**src/rtl/fp16_add_arb_pkg.sv**
```systemverilog
// Shared constants, tag width helper and adder stage-1 payload for the
// fp16 shared-unit arbiters.
package fp16_add_arb_pkg;

  localparam logic [15:0] FP16_QNAN   = 16'h7E00;
  localparam logic [15:0] FP16_P_ZERO = 16'h0000;

  // Requester index width: clog2(n), never narrower than one bit.
  function automatic int id_width(input int n);
    return (n > 2) ? $clog2(n) : 1;
  endfunction

  typedef struct packed {
    logic              sign;
    logic signed [6:0] expo;
    logic [14:0]       mag;      // carry, hidden bit, 10 fraction, 3 guard
    logic              special;
    logic [15:0]       special_val;
  } add_s1_t;

endpackage

```
**src/rtl/fp16_add.sv**
```systemverilog
// Two-stage half-precision adder: align/add, then normalize/pack.
// Truncating rounding, subnormals flushed to zero, NaN results are FP16_QNAN.
module fp16_add
  import fp16_add_arb_pkg::*;
(
  input  logic        clk,
  input  logic        rst_n,
  input  logic [15:0] a,
  input  logic [15:0] b,
  output logic [15:0] result
);

  logic        a_inf, b_inf, a_nan, b_nan, a_big, sx, sy;
  logic [14:0] mag_a, mag_b, mag_x, mag_y, sum;
  logic [13:0] mx, my, my_al;
  logic [4:0]  d;
  add_s1_t     s1_d, s1;

  assign a_inf = (a[14:10] == 5'h1f) && (a[9:0] == '0);
  assign b_inf = (b[14:10] == 5'h1f) && (b[9:0] == '0);
  assign a_nan = (a[14:10] == 5'h1f) && (a[9:0] != '0);
  assign b_nan = (b[14:10] == 5'h1f) && (b[9:0] != '0);
  assign mag_a = (a[14:10] == '0) ? '0 : a[14:0];
  assign mag_b = (b[14:10] == '0) ? '0 : b[14:0];
  assign a_big = mag_a >= mag_b;
  assign sx    = a_big ? a[15] : b[15];
  assign sy    = a_big ? b[15] : a[15];
  assign mag_x = a_big ? mag_a : mag_b;
  assign mag_y = a_big ? mag_b : mag_a;
  assign mx    = (mag_x == '0) ? '0 : {1'b1, mag_x[9:0], 3'b000};
  assign my    = (mag_y == '0) ? '0 : {1'b1, mag_y[9:0], 3'b000};
  assign d     = mag_x[14:10] - mag_y[14:10];

  // Bits shifted out of the smaller operand collapse into a sticky LSB.
  always_comb begin
    my_al = '0;
    if (d >= 5'd14) my_al = {13'b0, |my};
    else begin
      my_al    = my >> d;
      my_al[0] = my_al[0] | (|(my & ~(14'h3fff << d)));
    end
  end

  assign sum = (sx == sy) ? ({1'b0, mx} + {1'b0, my_al}) : ({1'b0, mx} - {1'b0, my_al});

  always_comb begin
    s1_d             = '0;
    s1_d.sign        = sx;
    s1_d.expo        = $signed({2'b00, mag_x[14:10]});
    s1_d.mag         = sum;
    s1_d.special     = a_nan | b_nan | a_inf | b_inf;
    if (a_nan || b_nan || (a_inf && b_inf && (a[15] != b[15])))
      s1_d.special_val = FP16_QNAN;
    else if (a_inf) s1_d.special_val = {a[15], 5'h1f, 10'h000};
    else            s1_d.special_val = {b[15], 5'h1f, 10'h000};
  end

  logic [3:0]        lz;
  logic [9:0]        frac;
  logic signed [6:0] e;
  logic [15:0]       res;

  always_comb begin
    lz   = '0;
    frac = '0;
    e    = '0;
    res  = FP16_P_ZERO;
    for (int i = 0; i < 14; i++) if (s1.mag[i]) lz = 4'(13 - i);
    if (s1.mag[14]) begin
      frac = s1.mag[13:4];
      e    = s1.expo + 7'sd1;
    end else begin
      frac = 10'((s1.mag[13:0] << lz) >> 3);
      e    = s1.expo - $signed({3'b000, lz});
    end
    if (s1.special)          res = s1.special_val;
    else if (s1.mag == '0)   res = FP16_P_ZERO;
    else if (e >= 7'sd31)    res = {s1.sign, 5'h1f, 10'h000};
    else if (e <= 7'sd0)     res = {s1.sign, 15'h0000};
    else                     res = {s1.sign, e[4:0], frac};
  end

  always_ff @(posedge clk or negedge rst_n) begin
    if (!rst_n) begin
      s1     <= '0;
      result <= '0;
    end else begin
      s1     <= s1_d;
      result <= res;
    end
  end

endmodule

```
**src/rtl/fp16_add_arb_rr_arbiter.sv**
```systemverilog
// Round-robin arbiter: scan starts just past the last winner.
module rr_arbiter
  import fp16_add_arb_pkg::*;
#(
  parameter int NUM_REQ = 4,
  parameter int ID_W    = id_width(NUM_REQ)
) (
  input  logic               clk,
  input  logic               rst,
  input  logic [NUM_REQ-1:0] req,
  input  logic               advance,
  output logic [NUM_REQ-1:0] grant_onehot,
  output logic [ID_W-1:0]    grant_idx
);

  logic [ID_W-1:0] rr_ptr, idx;
  logic            hit;

  always_comb begin
    grant_onehot = '0;
    grant_idx    = '0;
    hit          = 1'b0;
    idx          = '0;
    for (int off = 1; off <= NUM_REQ; off++) begin
      idx = ID_W'((int'(rr_ptr) + off) % NUM_REQ);
      if (!hit && req[idx]) begin
        hit               = 1'b1;
        grant_onehot[idx] = 1'b1;
        grant_idx         = idx;
      end
    end
  end

  always_ff @(posedge clk or posedge rst) begin
    if (rst)                rr_ptr <= ID_W'(NUM_REQ - 1);
    else if (advance && hit) rr_ptr <= grant_idx;
  end

endmodule

```
**src/rtl/fp16_add_arb.sv**
```systemverilog
// Shares one pipelined fp16 adder among NUM_REQ requesters; requester IDs
// ride a tag pipeline alongside the adder and steer the one-hot response.
module fp16_add_arb
  import fp16_add_arb_pkg::*;
#(
  parameter int NUM_REQ = 4,
  parameter int ID_W    = id_width(NUM_REQ),
  parameter int ADD_LAT = 2
) (
  input  logic                   clk,
  input  logic                   rst,
  input  logic [NUM_REQ-1:0]     req_valid,
  output logic [NUM_REQ-1:0]     req_ready,
  input  logic [16*NUM_REQ-1:0]  req_a,
  input  logic [16*NUM_REQ-1:0]  req_b,
  output logic [NUM_REQ-1:0]     rsp_valid,
  output logic [15:0]            rsp_result,
  output logic [ID_W-1:0]        rsp_id,
  output logic                   busy
);

  logic [NUM_REQ-1:0][15:0]     a_vec, b_vec;
  logic [ID_W-1:0]              grant_idx, iss_id;
  logic                         hs, iss_valid;
  logic [15:0]                  iss_a, iss_b, add_result;
  logic [ADD_LAT-1:0]           vld_pipe;
  logic [ADD_LAT-1:0][ID_W-1:0] id_pipe;

  assign a_vec = req_a;
  assign b_vec = req_b;
  assign hs    = |(req_valid & req_ready);

  rr_arbiter #(.NUM_REQ(NUM_REQ), .ID_W(ID_W)) u_arb (
    .clk          (clk),
    .rst          (rst),
    .req          (req_valid),
    .advance      (|req_valid),
    .grant_onehot (req_ready),
    .grant_idx    (grant_idx)
  );

  // Operands hold when idle so the adder inputs stay quiet.
  always_ff @(posedge clk or posedge rst) begin
    if (rst) begin
      iss_valid <= 1'b0;
      iss_id    <= '0;
      iss_a     <= '0;
      iss_b     <= '0;
    end else begin
      iss_valid <= hs;
      if (hs) begin
        iss_id <= grant_idx;
        iss_a  <= a_vec[grant_idx];
        iss_b  <= b_vec[grant_idx];
      end
    end
  end

  fp16_add u_add (
    .clk    (clk),
    .rst_n  (~rst),
    .a      (iss_a),
    .b      (iss_b),
    .result (add_result)
  );

  always_ff @(posedge clk or posedge rst) begin
    if (rst) begin
      vld_pipe <= '0;
      id_pipe  <= '0;
    end else begin
      vld_pipe[0] <= iss_valid;
      id_pipe[0]  <= iss_id;
      for (int i = 1; i < ADD_LAT; i++) begin
        vld_pipe[i] <= vld_pipe[i-1];
        id_pipe[i]  <= id_pipe[i-1];
      end
    end
  end

  // Last tag stage lines up with the adder's registered result.
  always_ff @(posedge clk or posedge rst) begin
    if (rst) begin
      rsp_valid  <= '0;
      rsp_id     <= '0;
      rsp_result <= FP16_P_ZERO;
    end else begin
      rsp_valid  <= vld_pipe[ADD_LAT-1] ? (NUM_REQ'(1) << id_pipe[ADD_LAT-1]) : '0;
      rsp_id     <= id_pipe[ADD_LAT-1];
      rsp_result <= add_result;
    end
  end

  assign busy = iss_valid | (|vld_pipe);

endmodule

```
**config.mk**
```make
export PLATFORM = sky130hd
export DESIGN_NAME = fp16_add_arb
export DESIGN_NICKNAME = d
export VERILOG_FILES = /design/src/rtl/fp16_add_arb_pkg.sv /design/src/rtl/fp16_add.sv /design/src/rtl/fp16_add_arb_rr_arbiter.sv /design/src/rtl/fp16_add_arb.sv
export SDC_FILE = /design/constraint.sdc
export NUM_CORES = 1
export LEC_CHECK = 0
export ABC_AREA = 1
export CAP_MARGIN = 20
export CORE_ASPECT_RATIO = 0.8
export CORE_MARGIN = 5
export CORE_UTILIZATION = 53
export CTS_CLUSTER_SIZE = 30
export DETAILED_ROUTE_END_ITERATION = 6
export GPL_TIMING_DRIVEN = 0
export PLACE_DENSITY = 0.81
export SLEW_MARGIN = 20
export SYNTH_ARGS = -nofsm -noshare
export SYNTH_HDL_FRONTEND = slang
export SYNTH_SLANG_ARGS = --single-unit
```
**constraint.sdc**
```tcl
create_clock -name clk -period 6.4 [get_ports clk]
set_input_delay 1.6 -clock clk [delete_from_list [all_inputs] [get_ports clk]]
set_output_delay 1.6 -clock clk [all_outputs]
set_load 0.03 [all_outputs]
```
==> results.cfg, run 1 <==
[place]
routabilityCongestion = 0.966
place_hpwl_mm = 20.8
portBuffers = 160
dpl.cell_count = 1638

[logic_synthesis]
synthFlopType = dfrtp_1
synth_area_sq_um = 8330
ys_seq_area_share_pct = 31.9
synth_top_area_cell = dfrtp_1
synth_warnings = 0
yosys-top-cells-area = dfrtp_1 (31%), nand2_1 (18%), inv_1 (6.8%)
synth_cell_types = 48
synth_cells = 1262
ys_ff_latch = 106
yosysMostFrequentCell = nand2_1
syn_avg_cell_area_sq_um = 6.60
postSynthNetCount = 1439
ys_top_cells_by_count = nand2_1 (405), inv_1 (151), dfrtp_1 (104), o21ai_0 (98), nand3_1 (94)
synth.top_cell.area_share_pct = 31.2
synthArstFlopShare_pct = 100
synth-edff-count = 0

[floorplan]
ios = 161
die-area_sq_um = 18300
num_rows = 41
coreArea_sq_um = 15600
initial_core_util_pct = 53.4
die_h_um = 122
die_x_um = 150

[sta]
hold_viol = 0
fmax_ghz = 0.164
drv_slew = 0
setup_viol = 0
relSlewSlack_pct = 39.3
tightest_slew_ps = 902
min_period_ps = 6110
finClkSkew_ps = 16.0
timing.final.crit_share_pct = 95.5

[setup_path]
r2r_cells = 46
crit_arrival_ps = 6340
reg2reg_from = iss_a[13]
cp-start-kind = flip-flop
critPathRequiredTime_ps = 6630
crit_start = iss_a[13]
cp_max_fo = 10
crit_slowest_cell = dfrtp_2
crit_top_cell = nand2_1
path_class = flip-flop to flip-flop
crit_path_max_incr_delay_ps = 430
endpoint_kind = flip-flop
rrSetupSlack_ps = 290

[drt]
viasPerCell = 5.42
num_vias = 9016
routed_wl_mm = 25.8
drt_pass1_iterations = 5
ant_nets = 0
wire_per_inst_um = 15.5
drt-initial-drc-count = 909
drc = 0

[cts]
cts_hold_buf = 0
cts_buffers = 9
cts_max_path_buffers = 2
clock_latency_ps = 350
path_clk_slew_ps = 70
clockRootBuffer = clkbuf_16
cts.sinks = 106
cts_max_level = 3
cts_tree = yes

[worst_hold_path]
holdPathStages = 0
hp-class = flip-flop to flip-flop
min-delay-start = u_add.result[14]

[grt]
grt_pass1_wl_mm = 40.9
antenna_found_initial = 0
gr-usage-all-layers_pct = 27.9
grt_start_max_net_pins = 70
gr-total-overflow = 0
grt_pass1_vias = 8106

[finish]
multi_input_area_sq_um = 4930
final_net_count = 1621
instances_no_fill = 1664
layout-drive-gt1-share_pct = 7.18
seq_area_sq_um = 2660
synthToLayoutAreaGrowth_pct = 28.5
diodes = 0
nFillCells = 1405

[outcome]
outcome = finished, final reports clean

[run]
timing.max_cap.violations = 0
-- repair_timing --
item	in CTS	in global routing
hold endpoints to repair	0	0
cloned	1	0
setup endpoints to repair	4	5
pin swaps	1	12
buffers inserted	0	9
gates resized for setup	9	28
-- worst max-delay path: cells and delay by family (launching register included) --
kind,cells,cell delay [ps]
AOI/OAI and AO/OA,8,1200
DFF,1,430
xor gates and xnor gates,1,220
adders and majority gates,4,970
and+or+nand+nor,24,2300
buffers and inverters,9,900
-- final cells by class --
class                   instances  area share (%)
multi-input cells             944            46.0
flip-flops and latches        106            24.8
plain buffers                  55            2.54
repair buffers                170            15.9
inverters                     158            5.61
clock inverters                 7           0.561
well taps                     215            2.51
clock buffers                   9            2.10
-- per-layer routing --
layer | GRT usage (%) | vias up | wire length, um
met5 | 0 | - | 0
met4 | 5.94 | 0 | 476
met3 | 5.02 | 36 | 2140
met2 | 45.1 | 375 | 11800
met1 | 39.4 | 4117 | 11400
li1 | - | 4488 | -
-- cells by family after synthesis --
family	count (synthesis)	share of synthesized area, %
buf+inv	213	10.3
other cells	1	0.0450
simple gates	655	33.8
fa+ha+maj	43	6.64
xor+xnor	16	1.68
flops	106	31.9
compound gates	225	15.3
mux	3	0.360
-- sequential cells by signal, indices dropped and copies added, names as in the netlist --
register	flops
u_add.s1	25
iss_a	16
iss_b	16
rsp_result	16
u_add.result	16
id_pipe	4
rsp_valid	4
iss_id	2
rsp_id	2
u_arb.rr_ptr	2
vld_pipe	2
iss_valid	1
-- cell usage in the layout (no fill, tap or decap), drive strengths merged, types with 2 or more instances in the layout --
cell type      synthesis  routed
a31oi                 22      22
xor2                  10      10
a21oi                 56      56
nand3                100     101
o2bb2ai                5       5
o221ai                 7       7
clkinv                 1       2
nand3b                 2       2
fa                     2       2
inv                  157     160
nor3                  15      15
a22oi                  4       4
o211ai                 3       3
nor2                  80      80
dfrtp                104     104
xnor2                  6       6
clkinvlp               0       3
dfstp                  2       2
o21ai                107     107
a211oi                13      13
buf                   22      34
o21a                   2       2
nor4                  10      10
clkbuf                33      40
nand4                 27      27
ha                    41      41
mux2i                  3       3
nand2                419     419
clkdlybuf4s50          0     160
-- metrics by stage --
| step | cell area, sq um | hold slack [ps] | setup TNS (ps) | worst slack [ps] | util, % |
|---|---|---|---|---|---|
| 2_1_floorplan | 8330 | 331 | 0 | 727 | - |
| 6_report | 10700 | 346 | 0 | 287 | 68.7 |
| 3_3_place_gp | 10200 | 332 | -663 | -389 | 65.4 |
| 5_1_grt | 10700 | 352 | -74.8 | -74.8 | 68.7 |
| 4_1_cts | 10600 | 347 | 0 | 4.70 | 67.7 |
| 3_5_place_dp | 10200 | 335 | -658 | -392 | 65.6 |
-- final timing paths --
kind                                  endpoint
worst max register to register    u_add.s1[31]
max in group asynchronous            iss_a[12]
worst min register to register  rsp_result[14]
worst min-delay path            rsp_result[14]
min in group asynchronous       rsp_result[12]
worst max-delay path              u_add.s1[31]
Power of run 1 is not shown: default switching activity piles up to over one toggle a cycle in this logic, so the estimate is an artifact.
==> run 2, diff against run 1 <==
Settings changed: MAX_ROUTING_LAYER from default to met4, SETUP_SLACK_MARGIN from default to 0.3.
==> results.cfg, run 2 (synthesis results as in run 1) <==
[outcome]
outcome = finished, final reports clean

[cts]
cts_max_level = 3
cts_buffers = 9
clockRootBuffer = clkbuf_16
path_clk_slew_ps = 70
cts_max_path_buffers = 2
cts.sinks = 106
cts_tree = yes
clock_latency_ps = 350

[sta]
min_period_ps = 5950
drv_slew = 0
hold_viol = 0
setup_ws_ps = 451
fmax_ghz = 0.168
tightest_slew_ps = 863
setup_viol = 0
timing.final.crit_share_pct = 93.0
finClkSkew_ps = 8.96
relSlewSlack_pct = 41.9
rsz0062_at_grt = false

[drt]
top_layer_used = met4
wl_met2_mm = 12.6
num_vias = 9278
routed_wl_mm = 26.7
ant_nets = 0
dr_wl_met3_mm = 2.25
drc = 0
wire_per_inst_um = 15.9
wl_met1_mm = 11.4
drt_pass1_iterations = 5
drt-initial-drc-count = 904
viasPerCell = 5.51

[setup_path]
cp_max_fo = 7
crit_path_max_incr_delay_ps = 450
crit_arrival_ps = 6190
path_class = flip-flop to flip-flop
cp-start-kind = flip-flop
endpoint_kind = flip-flop
crit_slowest_cell = dfrtp_1
rrSetupSlack_ps = 450
critPathRequiredTime_ps = 6640

[grt]
grt_start_max_net_pins = 68
grt_pass1_vias = 8379
antenna_found_initial = 0
gr-usage-all-layers_pct = 29.0
grt_pass1_wl_mm = 41.2
gr-total-overflow = 0

[finish]
layout-drive-gt1-share_pct = 11.9
diodes = 0
finalCoreUtilization_pct = 71.5
largest_reg_flops = 25
largest_register = u_add.s1
layout_common_cells = nand2_1 (377), clkdlybuf4s50_1 (160), inv_1 (143)
mostFrequentLayoutCell = nand2_1
final_net_count = 1641
synthToLayoutAreaGrowth_pct = 33.9

[place]
place_ws_ps = -428
routabilityCongestion = 0.975
portBuffers = 160
place_hpwl_mm = 20.6

[floorplan]
num_rows = 41
die-area_sq_um = 18300
die_x_um = 150
ios = 161
coreArea_sq_um = 15600
die_h_um = 122
initial_core_util_pct = 53.4

[run]
timing.max_cap.violations = 0

[worst_hold_path]
hp-class = flip-flop to flip-flop
[run 2: final timing paths]
path                       depth (start not counted)             to       startpoint
max in group asynchronous                          3      iss_a[12]              rst
min in group asynchronous                          2      rsp_id[0]              rst
max reg2reg                                       41   u_add.s1[31]        iss_a[11]
max                                               41   u_add.s1[31]        iss_a[11]
min reg2reg                                        0  rsp_result[0]  u_add.result[0]
min                                                0  rsp_result[0]  u_add.result[0]
[run 2: what timing repair did]
action,4_1_cts,5_1_grt
gates cloned,1,2
hold buffers,0,0
endpoints found under the setup margin,7,6
setup buffers,2,25
gates resized for setup,19,88
pin swaps,5,43
[run 2: routing by layer]
layer / vias to the layer above / global-route usage, %
met3: 47 / 4.39
met1: 4281 / 39.1
met5: - / -
met2: 422 / 46.7
met4: 0 / 6.29
li1: 4528 / -
[run 2: layout make-up]
type / instances / area, sq um
Multi-Input combinational cell: 944 / 5180
Fill cell: 1342 / 4440
Sequential cell: 106 / 2660
Timing Repair Buffer: 190 / 1870
Inverter: 158 / 603
Buffer: 55 / 284
Tap cell: 215 / 269
Clock buffer: 9 / 225
Clock inverter: 7 / 62.6
[run 2: critical path, delay by kind of cell (launching register included)]
family / cells / cell delay (ps)
AOI/OAI and AO/OA: 8 / 1340
and+or+nand+nor: 22 / 2130
adders and majority gates: 4 / 1070
xor gates and xnor gates: 1 / 210
DFF: 1 / 450
buffers and inverters: 6 / 630
[run 2: per-stage QoR]
step                      setup TNS [ps]  cells  instance area, sq um  hold WS [ps]
after floorplan                        0   1262                  8330           331
after global placement              -901   1637                 10200           331
after detailed placement            -865   1638                 10200           336
after CTS                              0   1657                 10600           351
after global routing                   0   1684                 11200           354
final                                  0   1684                 11200           349
Power of run 2 is left out for the same reason.
==> RTL change (settings of run 2) <==
The parameter `ADD_LAT` goes from 2 to 1.
--- a/src/rtl/fp16_add_arb.sv
+++ b/src/rtl/fp16_add_arb.sv
@@ -5,7 +5,7 @@
 #(
   parameter int NUM_REQ = 4,
   parameter int ID_W    = id_width(NUM_REQ),
-  parameter int ADD_LAT = 2
+  parameter int ADD_LAT = 1
 ) (
   input  logic                   clk,
   input  logic                   rst,
Formal check against the unedited RTL: not equivalent (Yosys sat finds a counterexample within 4 cycles, from zero or initial values and one cycle with rst high).
==> RTL change against run 2 <==
- sequential cell count fell by 3
- wire length rose by 2.3%
- count of clock-buffer cells in the layout did not move
- cell area fell by 0.12%
- synthesized area fell by 0.98%
- setup slack got worse by 0.042 ns
- clock skew fell by 0.00074 ns
- largest cell class unchanged
- highest routed layer unchanged
Power is not shown: default switching activity piles up to over one toggle a cycle in this logic, so the estimate is an artifact.
==> RTL change: results (changes against run 2) <==
| Metric | Value |
|---|---|
| Status | finished, final reports clean (unchanged) |
| Syn Inst Count | 1247 (was 1262) |
| Worst Max-Slew Pin Slew | 0.676 ns (was 0.863 ns) |
| First-pass GRT wire length | 41900 µm (was 41200 µm) |
| Critical path arrival | 6.23 ns (was 6.19 ns) |
| Hold EP | rsp_result[3]$_DFF_PP0_ (was rsp_result[0]$_DFF_PP0_) |
| DP Area | 10100 µm² (was 10200 µm²) |
| Synth cell count leaders | nand2_1, nor2_1, inv_1 (was nand2_1, inv_1, dfrtp_1) |
| Final Util | 73.5% (was 71.5%) |
| Dpl hpwl | 20500 µm (was 20600 µm) |
| Fin Hold WS | 0.348 ns (was 0.349 ns) |
| Tot GR Track Use | 29.4% (was 29.0%) |
| RD Place Congestion | 1.02 (was 0.975) |
| Post-CTS setup buffers | 3 (was 2) |
| Largest net degree at the start of global routing | 66 (was 68) |
| Routed Wire Length | 27400 µm (was 26700 µm) |
| PortBufs | 160 (unchanged) |
| Fraction of layout cells with a size suffix above 1 | 13.5% (was 11.9%) |
| Min-delay src | u_add.result[3]$_DFF_PP0_ (was u_add.result[0]$_DFF_PP0_) |
| DR iter-0 viols | 1207 (was 904) |
| Per-cell routed wire length | 16.4 µm (was 15.9 µm) |
| Reg2Reg Depth | 43 (was 41) |
| Syn nets | 1424 (was 1439) |
| Worst Clk Skew | 0.00822 ns (was 0.00896 ns) |
| CTS buffer count | 9 (unchanged) |
| Vias in the first global route | 8413 (was 8379) |
| Post-synthesis sequential area ratio | 31.3% (was 31.9%) |
| Reg-to-reg setup timing slack | 0.41 ns (was 0.45 ns) |
| Post-CTS Resized | 19 (unchanged) |
| Worst setup path startpoint | iss_a[14]$_DFFE_PP0P_ (was iss_a[11]$_DFFE_PP0P_) |
| Placed Cells | 1618 (was 1638) |
| Synth area leaders | dfrtp_1, nand2_1, o21ai_0 (was dfrtp_1, nand2_1, inv_1) |
| Vias per Instance | 5.72 (was 5.51) |
| Max frequency | 167 MHz (was 168 MHz) |
| Worst-path fanout max | 10 (was 7) |
| Pre-Repair DR Iteration Count | 6 (was 5) |
| Netlist cell types | 56 (was 48) |
| Placement Setup Slack | -0.258 ns (was -0.428 ns) |
RTL change: cell types whose count changed in the layout (fill, tap and decap cells not counted), moves of 12 or more:
cell,run 2,this run
inv_1,143,121
nand4_1,27,8
nor2_1,69,136
o32ai_1,0,12
nand2_1,377,312
o21ai_0,95,117
RTL change: cells by family after synthesis:
group / share of synthesized area (%)
adder cells (fa/ha/maj): 6.70
multiplexers: 0.364
buffers and inverters: 9.52
AND/OR/NAND/NOR: 33.3
flip-flops: 31.3
XOR/XNOR: 1.70
other: 0.0455
AO/OA/AOI/OAI: 17.1
RTL change: routing by layer:
layer	global-route usage, %	share of wire (%)	up-vias	wire (µm)
met4	5.37	1.7	0	478
met1	41.4	43	4432	11800
met2	45.3	46	528	12500
li1	-	-	4502	-
met5	-	0	-	0
met3	5.39	9.3	54	2540
RTL change: layout make-up:
class	instances	area (µm²)
timing repair buffer	190	1870
multi-input combinational	953	5300
inverter	140	537
clock buffer	9	225
buffer	53	279
fill	1236	4020
sequential	103	2580
clock inverter	7	81.3
tap	210	263
